### config.mk
export PLATFORM = sky130hd
export DESIGN_NAME = symbol_decoder
export DESIGN_NICKNAME = d
export VERILOG_FILES = /design/src/rtl/symbol_pkg.sv /design/src/rtl/symbol_xition_lut.sv /design/src/rtl/symbol_decoder.sv
export SDC_FILE = /design/constraint.sdc
export NUM_CORES = 1
export LEC_CHECK = 0
export CORE_MARGIN = 3
export CORE_UTILIZATION = 47
export CTS_CLUSTER_DIAMETER = 120
export CTS_CLUSTER_SIZE = 25
export DETAILED_ROUTE_END_ITERATION = 8
export PLACE_DENSITY = 0.74
export SLEW_MARGIN = 20
export SYNTH_ARGS = -nofsm -noshare
export SYNTH_HDL_FRONTEND = slang
export SYNTH_SLANG_ARGS = --single-unit
### constraint.sdc
create_clock -name clk -period 2.3 [get_ports clk]
set_input_delay 0.46 -clock clk [delete_from_list [all_inputs] [get_ports clk]]
set_output_delay 0.46 -clock clk [all_outputs]
set_load 0.03 [all_outputs]
### src/rtl/symbol_pkg.sv
// ============================================================================
// Package     : symbol_pkg
// Description : Shared types, symbol codes, FSM state enum and axis helpers
//               for the orientation symbol encoder/decoder pair.
//               A symbol is {axis[1:0], sign}: axis 0=x, 1=y, 2=z, and
//               sign 1 means negative. Axis code 3 is never legal.
// Revision    : 1.0 - initial release
// ============================================================================
`default_nettype none

package symbol_pkg;

  typedef logic [2:0] sym_t;
  typedef logic [2:0] frp_t;   // {flip, rotate, polarity}

  localparam sym_t POS_X = 3'b000;
  localparam sym_t NEG_X = 3'b001;
  localparam sym_t POS_Y = 3'b010;
  localparam sym_t NEG_Y = 3'b011;
  localparam sym_t POS_Z = 3'b100;
  localparam sym_t NEG_Z = 3'b101;

  localparam logic [1:0] AXIS_X = 2'd0;
  localparam logic [1:0] AXIS_Y = 2'd1;
  localparam logic [1:0] AXIS_Z = 2'd2;

  typedef enum logic [0:0] {
    ST_DECODE = 1'b0,
    ST_RESYNC = 1'b1
  } dec_state_t;

  function automatic logic [1:0] axis_of(input sym_t s);
    return s[2:1];
  endfunction

  function automatic logic sign_of(input sym_t s);
    return s[0];
  endfunction

  // x -> y -> z -> x
  function automatic logic [1:0] next_axis(input logic [1:0] a);
    case (a)
      AXIS_X:  return AXIS_Y;
      AXIS_Y:  return AXIS_Z;
      default: return AXIS_X;
    endcase
  endfunction

  // x <- y <- z <- x
  function automatic logic [1:0] prev_axis(input logic [1:0] a);
    case (a)
      AXIS_X:  return AXIS_Z;
      AXIS_Y:  return AXIS_X;
      default: return AXIS_Y;
    endcase
  endfunction

  function automatic logic is_legal(input sym_t s);
    return s[2:1] != 2'b11;
  endfunction

endpackage

`default_nettype wire

### src/rtl/symbol_xition_lut.sv
// ============================================================================
// Module      : symbol_xition_lut
// Description : Combinational map from a (previous, current) symbol pair to
//               the FRP triple the encoder must have applied.
// Ports       : prev_i     [2:0] in  - previous (accepted) symbol
//               cur_i      [2:0] in  - newly received symbol
//               frp_o      [2:0] out - decoded {F,R,P}; 0 when not legal_o
//               legal_o          out - cur is a decodable transition
//               same_o           out - cur equals prev
//               bad_code_o       out - cur is an illegal code (110/111)
// Revision    : 1.0 - initial release
// ============================================================================
`default_nettype none

module symbol_xition_lut
  import symbol_pkg::*;
(
  input  logic [2:0] prev_i,
  input  logic [2:0] cur_i,
  output logic [2:0] frp_o,
  output logic       legal_o,
  output logic       same_o,
  output logic       bad_code_o
);

  logic [1:0] w_prev_axis;
  logic [1:0] w_cur_axis;
  logic       w_sign_flip;

  assign w_prev_axis = axis_of(prev_i);
  assign w_cur_axis  = axis_of(cur_i);
  assign w_sign_flip = sign_of(cur_i) ^ sign_of(prev_i);

  assign bad_code_o = !is_legal(cur_i);
  assign same_o     = (cur_i == prev_i);
  assign legal_o    = !bad_code_o && !same_o;

  // Once cur != prev is known, the axis relation alone picks F/R and the
  // sign change gives P; a same-axis move must be a pure sign flip (F=1).
  always_comb begin
    frp_o = 3'b000;
    if (legal_o) begin
      if (w_cur_axis == prev_axis(w_prev_axis)) begin
        frp_o = {2'b00, w_sign_flip};
      end else if (w_cur_axis == next_axis(w_prev_axis)) begin
        frp_o = {2'b01, w_sign_flip};
      end else begin
        frp_o = 3'b100;
      end
    end
  end

endmodule

`default_nettype wire

### src/rtl/symbol_decoder.sv
// ============================================================================
// Module      : symbol_decoder
// Description : Recovers the {flip,rotate,polarity} triple from consecutive
//               orientation symbols. Tracks the previous symbol, flags the
//               reserved +x->+x case, repeated symbols and illegal codes, and
//               re-acquires the stream after an illegal code (RESYNC).
// Parameters  : RESET_SYM - symbol loaded as "previous" on reset / sync_i
//               CNT_W     - error counter width (SYMDEC_ERRCNT_EN only)
// Ports       : clk, rst (async, active-high)
//               sync_i          in  - resync: prev <= RESET_SYM, go DECODE
//               sym_valid       in  - sym_i valid this cycle
//               sym_i     [2:0] in  - received symbol
//               frp_valid       out - pulse, FRP outputs hold a new triple
//               flip/rotate/polarity out - last decoded triple (held)
//               rsvd_o          out - pulse, +x followed by +x
//               err_code        out - pulse, illegal code received
//               err_seq         out - pulse, repeated symbol other than +x
//               err_cnt         out - saturating error count (macro only)
// Config      : `define SYMDEC_ERRCNT_EN adds CNT_W and the err_cnt port.
// Revision    : 1.0 - initial release
// ============================================================================
`default_nettype none

module symbol_decoder
  import symbol_pkg::*;
#(
  parameter logic [2:0] RESET_SYM = 3'b000
`ifdef SYMDEC_ERRCNT_EN
  ,
  parameter int         CNT_W     = 8
`endif
) (
  input  logic             clk,
  input  logic             rst,
  input  logic             sync_i,
  input  logic             sym_valid,
  input  logic [2:0]       sym_i,
  output logic             frp_valid,
  output logic             flip,
  output logic             rotate,
  output logic             polarity,
  output logic             rsvd_o,
  output logic             err_code,
  output logic             err_seq
`ifdef SYMDEC_ERRCNT_EN
  ,
  output logic [CNT_W-1:0] err_cnt
`endif
);

  dec_state_t state_q, state_d;
  logic [2:0] prev_q, prev_d;
  logic [2:0] frp_q, frp_d;
  logic       frp_valid_q, frp_valid_d;
  logic       rsvd_q, rsvd_d;
  logic       err_code_q, err_code_d;
  logic       err_seq_q, err_seq_d;

  logic [2:0] w_lut_frp;
  logic       w_legal;
  logic       w_same;
  logic       w_bad_code;

  symbol_xition_lut u_lut (
    .prev_i     (prev_q),
    .cur_i      (sym_i),
    .frp_o      (w_lut_frp),
    .legal_o    (w_legal),
    .same_o     (w_same),
    .bad_code_o (w_bad_code)
  );

  always_comb begin
    state_d     = state_q;
    prev_d      = prev_q;
    frp_d       = frp_q;
    frp_valid_d = 1'b0;
    rsvd_d      = 1'b0;
    err_code_d  = 1'b0;
    err_seq_d   = 1'b0;

    // sync_i takes priority over any symbol arriving in the same cycle.
    if (sync_i) begin
      state_d = ST_DECODE;
      prev_d  = RESET_SYM;
    end else if (sym_valid) begin
      case (state_q)
        ST_DECODE: begin
          if (w_bad_code) begin
            err_code_d = 1'b1;
            state_d    = ST_RESYNC;
          end else if (w_legal) begin
            frp_valid_d = 1'b1;
            frp_d       = w_lut_frp;
            prev_d      = sym_i;
          end else if (w_same) begin
            // +x->+x is what the encoder emits for a reserved FRP code.
            if (prev_q == POS_X) begin
              rsvd_d = 1'b1;
            end else begin
              err_seq_d = 1'b1;
            end
          end
        end
        ST_RESYNC: begin
          if (w_bad_code) begin
            err_code_d = 1'b1;
          end else begin
            // First good symbol only re-seeds the reference, no decode.
            prev_d  = sym_i;
            state_d = ST_DECODE;
          end
        end
        default: begin
          state_d = ST_DECODE;
        end
      endcase
    end
  end

  always_ff @(posedge clk or posedge rst) begin
    if (rst) begin
      state_q     <= ST_DECODE;
      prev_q      <= RESET_SYM;
      frp_q       <= 3'b000;
      frp_valid_q <= 1'b0;
      rsvd_q      <= 1'b0;
      err_code_q  <= 1'b0;
      err_seq_q   <= 1'b0;
    end else begin
      state_q     <= state_d;
      prev_q      <= prev_d;
      frp_q       <= frp_d;
      frp_valid_q <= frp_valid_d;
      rsvd_q      <= rsvd_d;
      err_code_q  <= err_code_d;
      err_seq_q   <= err_seq_d;
    end
  end

  assign frp_valid = frp_valid_q;
  assign flip      = frp_q[2];
  assign rotate    = frp_q[1];
  assign polarity  = frp_q[0];
  assign rsvd_o    = rsvd_q;
  assign err_code  = err_code_q;
  assign err_seq   = err_seq_q;

`ifdef SYMDEC_ERRCNT_EN
  localparam logic [CNT_W-1:0] CNT_MAX = '1;
  localparam logic [CNT_W-1:0] CNT_ONE = {{(CNT_W-1){1'b0}}, 1'b1};

  logic [CNT_W-1:0] cnt_q, cnt_d;

  // Counts in the same edge that registers the error pulse, so err_cnt
  // already includes an error while its pulse is visible.
  always_comb begin
    cnt_d = cnt_q;
    if (sync_i) begin
      cnt_d = '0;
    end else if ((err_code_d || err_seq_d) && (cnt_q != CNT_MAX)) begin
      cnt_d = cnt_q + CNT_ONE;
    end
  end

  always_ff @(posedge clk or posedge rst) begin
    if (rst) begin
      cnt_q <= '0;
    end else begin
      cnt_q <= cnt_d;
    end
  end

  assign err_cnt = cnt_q;
`endif

endmodule

`default_nettype wire
After elaboration in Yosys (flattened, before gate mapping)
Cells that the tools add are included.
W data, S select, Z words.
{"block": "totals", "input_bits": 7, "output_inout_bits": 7, "mem_bits_rw": 0, "romBits": 0, "wordCells": 62, "reg_bits": 11, "n_memories": 0, "latchBits": 0}
{"block": "classes", "n_reduce_logical": 7, "n_mux": 37, "order_cmp": 0, "n_bitwise": 3, "addsub": 0, "eq_ne": 8, "n_shift": 0, "div": 0, "multipliers": 0}
{"operator": "$mux W1", "count": 24}
{"operator": "$mux W3", "count": 7}
{"operator": "$ne A3 B2 Y1 const B", "count": 3}
{"operator": "$pmux W2 S2", "count": 2}
{"operator": "$mux W2", "count": 3}
{"operator": "$pmux W3 S2", "count": 1}
{"operator": "$reduce_and A5 Y1", "count": 1}
{"operator": "$eq A2 B2 Y1", "count": 2}
{"operator": "$reduce_and A4 Y1", "count": 1}
{"operator": "$eq A3 B3 Y1", "count": 1}
{"operator": "$logic_not A3 Y1", "count": 1}
{"operator": "$eq A2 B1 Y1 const B", "count": 1}
{"operator": "$logic_not A2 Y1", "count": 1}
{"operator": "$ne A2 B2 Y1 const B", "count": 1}
{"operator": "$not A1 Y1", "count": 2}
{"operator": "$reduce_bool A2 Y1", "count": 1}
{"operator": "$logic_and A1 B1 Y1", "count": 1}
{"operator": "$logic_not A1 Y1", "count": 1}
{"operator": "$xor A1 B1 Y1", "count": 1}

Longest topological paths before layout
Gate-level depths: netlist of the first run.
{"block": "logic_depth", "ltp_word": 10, "mapped_depth": 5, "mapped_depth_nobuf": 4}

By module
From an unflattened synthesis of the first run, not the netlist that was laid out.
{"block": "hier_totals", "hier_cells": 64, "area_unflattened_um2": 670.6}
{"mod": "symbol_decoder", "instances": 1, "area_each_um2": 476.7, "seq_area_each_um2": 275.3, "cells_each": 36}
{"mod": "symbol_xition_lut", "instances": 1, "area_each_um2": 193.9, "seq_area_each_um2": 0.0, "cells_each": 28}

Worst setup path after synthesis of the first run
No wires, ideal clock.
{"block": "synth_timing", "path_type": "input port to flip-flop", "start": "in sym_i[1]", "end": "reg prev_q[1]", "path_stages": 4, "arrival_ns": 1.654, "setup_slack_ns": 0.580, "setup_time_ns": 0.066, "required_time_ns": 2.234, "path_buffers": 0, "path_cell_list": "or4_1 -> a311o_1 -> a31oi_4 -> a22o_1"}
{"block": "synth_via", "elab_chain_len": 5, "word_cells_on_any_way": 14, "classes_between": "5 x eq/ne; 6 x mux; 3 x reduce/logical"}
{"element": "start: declaration", "line_no": "symbol_decoder.sv:37", "source": "input logic [2:0] sym_i,"}
{"element": "$eq A3 B3 Y1 or $mux W3 (tied branches)", "line_no": "symbol_xition_lut.sv:35, symbol_decoder.sv:92"}
{"element": "$logic_not A1 Y1 or $mux W3 (tied branches)", "line_no": "symbol_xition_lut.sv:36, symbol_decoder.sv:89"}
{"element": "$logic_and A1 B1 Y1 or $pmux W3 S2 (tied branches)", "line_no": "symbol_xition_lut.sv:36, symbol_decoder.sv:87"}
{"element": "$ne A3 B2 Y1 (no source line) or $mux W3 (tied branches)"}
{"element": "$reduce_and A4 Y1 (no source line) or $mux W3 (tied branches)"}
{"element": "end signal: assignment", "line_no": "symbol_decoder.sv:132", "source": "prev_q <= prev_d;"}
{"element": "end: declaration", "line_no": "symbol_decoder.sv:52", "source": "logic [2:0] prev_q, prev_d;"}
Parallel ways exist; a longest one is shown, timed or not. The select of a mux whose other input is x is not followed.
A chain may end at the register's enable or synchronous reset.

Worst setup path after layout of the first run
{"block": "layout_timing", "start": "in sym_i[1]", "end": "reg prev_q[0]"}
{"block": "layout_via", "elab_chain_len": 5, "word_cells_on_any_way": 8, "classes_between": "5 x eq/ne; 3 x reduce/logical"}
{"element": "$eq A3 B3 Y1", "line_no": "symbol_xition_lut.sv:35", "source": "assign same_o = (cur_i == prev_i);"}
{"element": "$logic_not A1 Y1", "line_no": "symbol_xition_lut.sv:36", "source": "assign legal_o = !bad_code_o && !same_o;"}
{"element": "$logic_and A1 B1 Y1", "line_no": "symbol_xition_lut.sv:36"}
{"element": "$ne A3 B2 Y1 (no source line)"}
{"element": "$reduce_and A4 Y1 (no source line) (*)"}
Mark *: on every way between the ends. The rest lies on a longest branch, timed or not.

==> results.sh, run 1 <==
export IMPL_power_mw=0.529
export IMPL_route_detailed_vias_per_inst=5.48
export IMPL_layout_cells_non_filler=97
export IMPL_grt_pass1_vias=490
export IMPL_timing_reg2reg_setup_slack_ns=0.43
export IMPL_ctsHoldBuffers=0
export IMPL_clock_tree_buffer_depth=2
export IMPL_rr_worst_depth=4
export IMPL_sinks_on_clock_net=11
export IMPL_timing_hold_violations_final=0
export IMPL_synthTopCellsByCount="sky130_fd_sc_hd__dfrtp_1, sky130_fd_sc_hd__nor2_1, sky130_fd_sc_hd__nor2b_1"
export IMPL_synthesis_area_um2=622
export IMPL_floorplan_die_height_um=42.4
export IMPL_asr_flop_ratio_synth=1.00
export IMPL_buffer_ports_inserted=13
export IMPL_hold_path_class="in2async"
export IMPL_final_area_um2=813
export IMPL_design_die_area_um2=1800
export IMPL_insertion_delay_ns=0.27
export IMPL_timing_final_setup_violations=0
export IMPL_synthToLayoutAreaGrowth_pct=30.8
export IMPL_clock_buffer_count_from_cts=3
export IMPL_grt_setup_unrepaired="false"
export IMPL_worstReg2RegStart="prev_q[1]"
export IMPL_grt_pass1_wl_um=2210
export IMPL_timing_clock_skew_ns=0.000353
export IMPL_synth_flop_cell="sky130_fd_sc_hd__dfrtp_1"
export IMPL_endpoint_kind_of_the_worst_setup_timing_path="flop"
export IMPL_vdd_ir_drop_worst_mv=0.355
export IMPL_gp_routability_congestion=0.802
export IMPL_clock_root_buffer="sky130_fd_sc_hd__clkbuf_4"
export IMPL_period_share=0.840
export IMPL_crit_fanout=3
export IMPL_timing_hold_ws_ns=0.474
export IMPL_setup_worst_path_class="in2reg"
export IMPL_grt_total_usage=0.160
export IMPL_yosys_cell_count_top_type="sky130_fd_sc_hd__dfrtp_1"
export IMPL_routed_wirelength_um=1260
export IMPL_num_vias=532
export IMPL_netlist_top_cells_area="sky130_fd_sc_hd__dfrtp_1, sky130_fd_sc_hd__nor2b_1, sky130_fd_sc_hd__mux2_2"
export IMPL_power_density_cell_area_nw_per_um2=651
export IMPL_clock_fmax_mhz=517
export IMPL_synth_edf_count=0
export IMPL_initial_utilization=0.531
export IMPL_final_net_count=91
export IMPL_antenna_diode_count=0
export IMPL_routedWlPerCell_um=13.0
export IMPL_die_width_um=42.4
export IMPL_antenna_violations_before_repair=0
export IMPL_grt_start_max_net_pins=13
export IMPL_syn_instance_count=65
export IMPL_setup_worst_path_end="prev_q[0]"
export IMPL_grt_remaining_overflow=0
export IMPL_final_setup_tns_ns=0
export IMPL_ys_seq_area_frac=0.443
export IMPL_postPlaceCellArea_um2=787
export IMPL_floorplan_rows=12
export IMPL_core_um2=1170
export IMPL_drt_pass_1_iters=4
export IMPL_ant_nets=0
export IMPL_timing_max_cap_violations=0
export IMPL_synth_distinct_cells=25
export IMPL_timing_critical_path_required_ns=2.51
export IMPL_clkTransAtPathRegs_ns=0.07
export IMPL_detailedPlacementHpwl_um=958
export IMPL_final_min_clock_period_ns=1.93
export IMPL_startpoint_types="input pin"
export IMPL_run_status="finished, final reports clean"
export IMPL_placedCellCount=93
export IMPL_worst_setup_path_startpoint="sym_i[1]"
export IMPL_synth_top_area_share=0.443
export IMPL_final_layout_size_suffix_gt1_frac=0.133
export IMPL_tightestPinTransition_ns=0.412
export IMPL_drcViolationCount=0
export IMPL_clock_tree_from_tritoncts="done"
export IMPL_postSynthAreaPerCell_um2=9.57
export IMPL_number_of_setup_buffers_added_after_cts=0
export IMPL_pin_count=14
export IMPL_static_leakage_nw=0.359
export IMPL_rr_endpoint="prev_q[0]"
export IMPL_netlist_top_cell_by_area="sky130_fd_sc_hd__dfrtp_1"
export IMPL_postSynthRegisterBits=11
export IMPL_slew_limit_headroom=0.725
export IMPL_cts_htree_levels=1
export IMPL_final_max_slew_viol_count=0
export IMPL_cts_resized_gates=0
export IMPL_synth_yosys_warnings=0
export IMPL_dr_first_iter_drc_count=22
export IMPL_critical_path_arrival_ns=2.14
export IMPL_synth_nets=72
-- worst max-delay path: stages --
cell,delay (ns)
sky130_fd_sc_hd__clkdlybuf4s50_1,0.42
sky130_fd_sc_hd__or4_1,0.50
sky130_fd_sc_hd__a311o_1,0.38
sky130_fd_sc_hd__a31oi_4,0.23
sky130_fd_sc_hd__a22o_1,0.16
-- where the power goes --
part / internal, mW / total, mW / switching (mW)
Sequential: 0.214 / 0.232 / 0.0181
Clock: 0.0672 / 0.131 / 0.0638
Combinational: 0.0805 / 0.166 / 0.0854
Total: 0.362 / 0.529 / 0.167
-- how the worst min path moves through the flow --
| stage | start | to | slack (ns) | cells after the start |
|---|---|---|---|---|
| finish | rst | frp_valid | 0.47 | 2 |
| global placement | frp_q[2] | frp_q[2] | 0.49 | 1 |
| CTS | rst | rsvd_o | 0.50 | 2 |
| global route | rst | rsvd_o | 0.50 | 2 |
| detailed placement | frp_q[2] | frp_q[2] | 0.50 | 1 |
| floorplan | rst | err_code | 0.31 | 1 |
-- layer usage --
metal / GRT usage / wire [µm]
met1: 0.229 / 614
met4: 0.0373 / 0
met3: 0.0558 / 68
met2: 0.231 / 576
met5: 0 / 0
-- final cells by class --
class | instances | area, µm²
fill | 98 | 358
multi-input combinational | 48 | 319
sequential | 11 | 275
timing repair buffer | 18 | 168
clock buffer | 4 | 26.3
tap | 14 | 17.5
inverter | 2 | 7.51
-- registers in the layout, summed over array words and instances (netlist names) --
register	count
frp_q	3
prev_q	3
err_code	1
err_seq	1
frp_valid	1
rsvd_o	1
state_q	1
-- per-stage QoR --
stage | setup WS [ns] | util
floorplan | 0.580 | -
global placement | 0.0849 | 0.672
detailed placement | 0.0911 | 0.672
CTS | 0.369 | 0.694
global route | 0.257 | 0.694
finish | 0.367 | 0.694
-- cells in the final DEF, fill, tap and decap left out, types with 2 or more instances in the layout --
cell type / n
sky130_fd_sc_hd__a22o_1: 2
sky130_fd_sc_hd__dfrtp_1: 11
sky130_fd_sc_hd__a21oi_1: 2
sky130_fd_sc_hd__nor2b_1: 5
sky130_fd_sc_hd__clkdlybuf4s50_1: 13
sky130_fd_sc_hd__o211ai_1: 3
sky130_fd_sc_hd__nor2_1: 6
sky130_fd_sc_hd__clkbuf_4: 3
sky130_fd_sc_hd__nor3_1: 2
sky130_fd_sc_hd__nand3b_1: 2
sky130_fd_sc_hd__nand2_1: 4
sky130_fd_sc_hd__xor2_1: 2
sky130_fd_sc_hd__nand3_1: 4
sky130_fd_sc_hd__mux2_2: 2
sky130_fd_sc_hd__inv_1: 2
sky130_fd_sc_hd__and3_1: 3
sky130_fd_sc_hd__nand2b_1: 2
sky130_fd_sc_hd__buf_4: 5
-- cell families after synthesis --
| family | share of synthesized area |
|---|---|
| DFF | 0.443 |
| AOI/OAI and AO/OA | 0.181 |
| xor gates and xnor gates | 0.0282 |
| and+or+nand+nor | 0.268 |
| muxes | 0.0362 |
| buffers and inverters | 0.0443 |
(Power assumes the default switching activity.)
==> run 2, diff against run 1 <==
==> constraint.sdc (replaced) <==
create_clock -name clk -period 1.8 [get_ports clk]
set_input_delay 0.36 -clock clk [delete_from_list [all_inputs] [get_ports clk]]
set_output_delay 0.36 -clock clk [all_outputs]
set_load 0.03 [all_outputs]
==> run 2 against run 1 <==
  * Routed wire length grew 26%
  * Hold slack lost 0.11 ns
  * Count of clock-buffer cells in the layout is the same
  * Largest cell class unchanged
  * Highest routed layer is now met4
==> results.sh, run 2 (synthesis results as in run 1) <==
export IMPL_final_max_slew_viol_count=0
export IMPL_layout_setup_ws_ns=0.0737
export IMPL_setup_worst_path_class="in2reg"
export IMPL_power_switching_share=0.326
export IMPL_p_int_mw=0.486
export IMPL_grt_pass1_vias=576
export IMPL_final_min_clock_period_ns=1.73
export IMPL_ant_nets=0
export IMPL_dp_worst_setup_slack_ns=-0.331
export IMPL_crit_fanout=3
export IMPL_tightestPinTransition_ns=0.409
export IMPL_drcViolationCount=0
export IMPL_cts_htree_levels=1
export IMPL_core_um2=1170
export IMPL_largest_registers="frp_q: 3 flops, prev_q: 3 flops"
export IMPL_antenna_diode_count=0
export IMPL_drt_pass_1_iters=4
export IMPL_route_detailed_vias_per_inst=5.70
export IMPL_sinks_on_clock_net=11
export IMPL_placedCellCount=104
export IMPL_clkTransAtPathRegs_ns=0.07
export IMPL_initial_utilization=0.531
export IMPL_clock_tree_buffer_depth=2
export IMPL_clock_tree_from_tritoncts="done"
export IMPL_antenna_violations_before_repair=0
export IMPL_synthToLayoutAreaGrowth_pct=47.7
export IMPL_run_status="finished, final reports clean"
export IMPL_vdd_ir_drop_worst_mv=0.561
export IMPL_routed_wirelength_um=1590
export IMPL_layout_commonest_cell="sky130_fd_sc_hd__buf_4"
export IMPL_gp_routability_congestion=0.896
export IMPL_grt_remaining_overflow=0
export IMPL_detailedPlacementHpwl_um=1100
export IMPL_clock_group_share_of_total_power=0.240
export IMPL_timing_max_cap_violations=0
export IMPL_power_net_switching_mw=0.235
export IMPL_timing_final_setup_violations=0
export IMPL_clock_buffer_count_from_cts=3
export IMPL_final_layout_size_suffix_gt1_frac=0.263
export IMPL_static_leakage_nw=0.440
export IMPL_slew_limit_headroom=0.727
export IMPL_critical_path_arrival_ns=1.90
export IMPL_routedWlPerCell_um=14.6
export IMPL_ctsHoldBuffers=0
export IMPL_timing_hold_violations_final=0
export IMPL_dr_first_iter_drc_count=38
export IMPL_power_density_cell_area_nw_per_um2=786
export IMPL_floorplan_die_height_um=42.4
export IMPL_timing_critical_path_required_ns=1.97
export IMPL_endpoint_kind_of_the_worst_setup_timing_path="flop"
export IMPL_grt_pass1_wl_um=2640
export IMPL_timing_clock_skew_ns=0.00667
export IMPL_clock_fmax_mhz=579
export IMPL_grt_start_max_net_pins=13
export IMPL_final_net_count=103
export IMPL_period_share=0.959
export IMPL_startpoint_types="input pin"
export IMPL_final_fill_count=86
export IMPL_buffer_ports_inserted=13
export IMPL_grt_setup_unrepaired="false"
export IMPL_num_vias=621
export IMPL_die_width_um=42.4
export IMPL_design_die_area_um2=1800
export IMPL_floorplan_rows=12
export IMPL_layout_cells_non_filler=109
export IMPL_pin_count=14
export IMPL_grt_total_usage=0.195
export IMPL_seq_power_share=0.402
export IMPL_hold_path_class="in2async"
export IMPL_insertion_delay_ns=0.27
export IMPL_layout_cells_most_common_list="sky130_fd_sc_hd__buf_4, sky130_fd_sc_hd__dfrtp_1, sky130_fd_sc_hd__clkdlybuf4s50_1, sky130_fd_sc_hd__nor2_1, sky130_fd_sc_hd__nor2b_1"
export IMPL_comb_power_share=0.358
export IMPL_clock_root_buffer="sky130_fd_sc_hd__clkbuf_4"
-- run 2: cell types whose count changed in the layout (fill, tap and decap cells not counted), sizes merged --
| cell | previous run | this run |
|---|---|---|
| dlymetal6s2s | 0 | 2 |
| clkdlybuf4s50 | 13 | 11 |
| buf | 5 | 17 |
-- run 2: cell type report --
| type | count | area (µm²) | share of cell area |
|---|---|---|---|
| timing repair buffer | 30 | 263 | 0.286 |
| tap | 14 | 17.5 | 0.0191 |
| sequential | 11 | 275 | 0.300 |
| clock buffer | 4 | 26.3 | 0.0286 |
| multi-input combinational | 48 | 329 | 0.358 |
| inverter | 2 | 7.51 | 0.00817 |
-- run 2: power by group through the flow --
stage          Clock [mW]  Combinational [mW]  Sequential, mW
6_report            0.173               0.258           0.290
5_1_grt             0.190               0.277           0.293
4_1_cts             0.174               0.250           0.290
3_5_place_dp            0               0.246           0.295
3_3_place_gp            0               0.241           0.293
2_1_floorplan           0              0.0934           0.334
-- run 2: stage by stage --
stage	util	area, µm²	hold WS [ns]	power [mW]	TNS (ns)
after global placement	0.743	870	0.491	0.535	-1.66
after CTS	0.770	902	0.391	0.713	0
after global routing	0.784	918	0.407	0.760	0
after floorplan	-	622	0.212	0.427	0
after detailed placement	0.743	870	0.495	0.541	-2.05
final	0.784	918	0.364	0.722	0
-- run 2: worst paths after layout --
| kind | start | to | slack (ns) | cells past startpoint |
|---|---|---|---|---|
| max in group asynchronous | rst | err_code | 1.14 | 2 |
| worst max-delay path | sym_i[0] | frp_q[0] | 0.07 | 6 |
| min in group clk | frp_q[1] | frp_q[1] | 0.51 | 1 |
| worst min-delay path | rst | prev_q[2] | 0.36 | 2 |
| worst min register to register | frp_q[1] | frp_q[1] | 0.51 | 1 |
| worst max register to register | prev_q[1] | prev_q[1] | 0.10 | 4 |
-- run 2: metal layers --
layer | global-route usage | wire length, µm
met1 | 0.263 | 652
met3 | 0.0429 | 116
met2 | 0.304 | 737
met5 | 0 | 0
met4 | 0.0745 | 85
-- run 2: worst max-delay path, stage by stage --
cell and delay, ns:
sky130_fd_sc_hd__clkdlybuf4s50_1 0.44, sky130_fd_sc_hd__xor2_1 0.20, sky130_fd_sc_hd__nor4_2 0.30, sky130_fd_sc_hd__and2b_1 0.26, sky130_fd_sc_hd__buf_4 0.15, sky130_fd_sc_hd__o22ai_1 0.20
-- run 2: what timing repair did --
item                                    4_1_cts  5_1_grt
resized for setup                             1        3
pin swaps                                     1        3
endpoints found under the setup margin        6        6
setup buffers                                 0        1
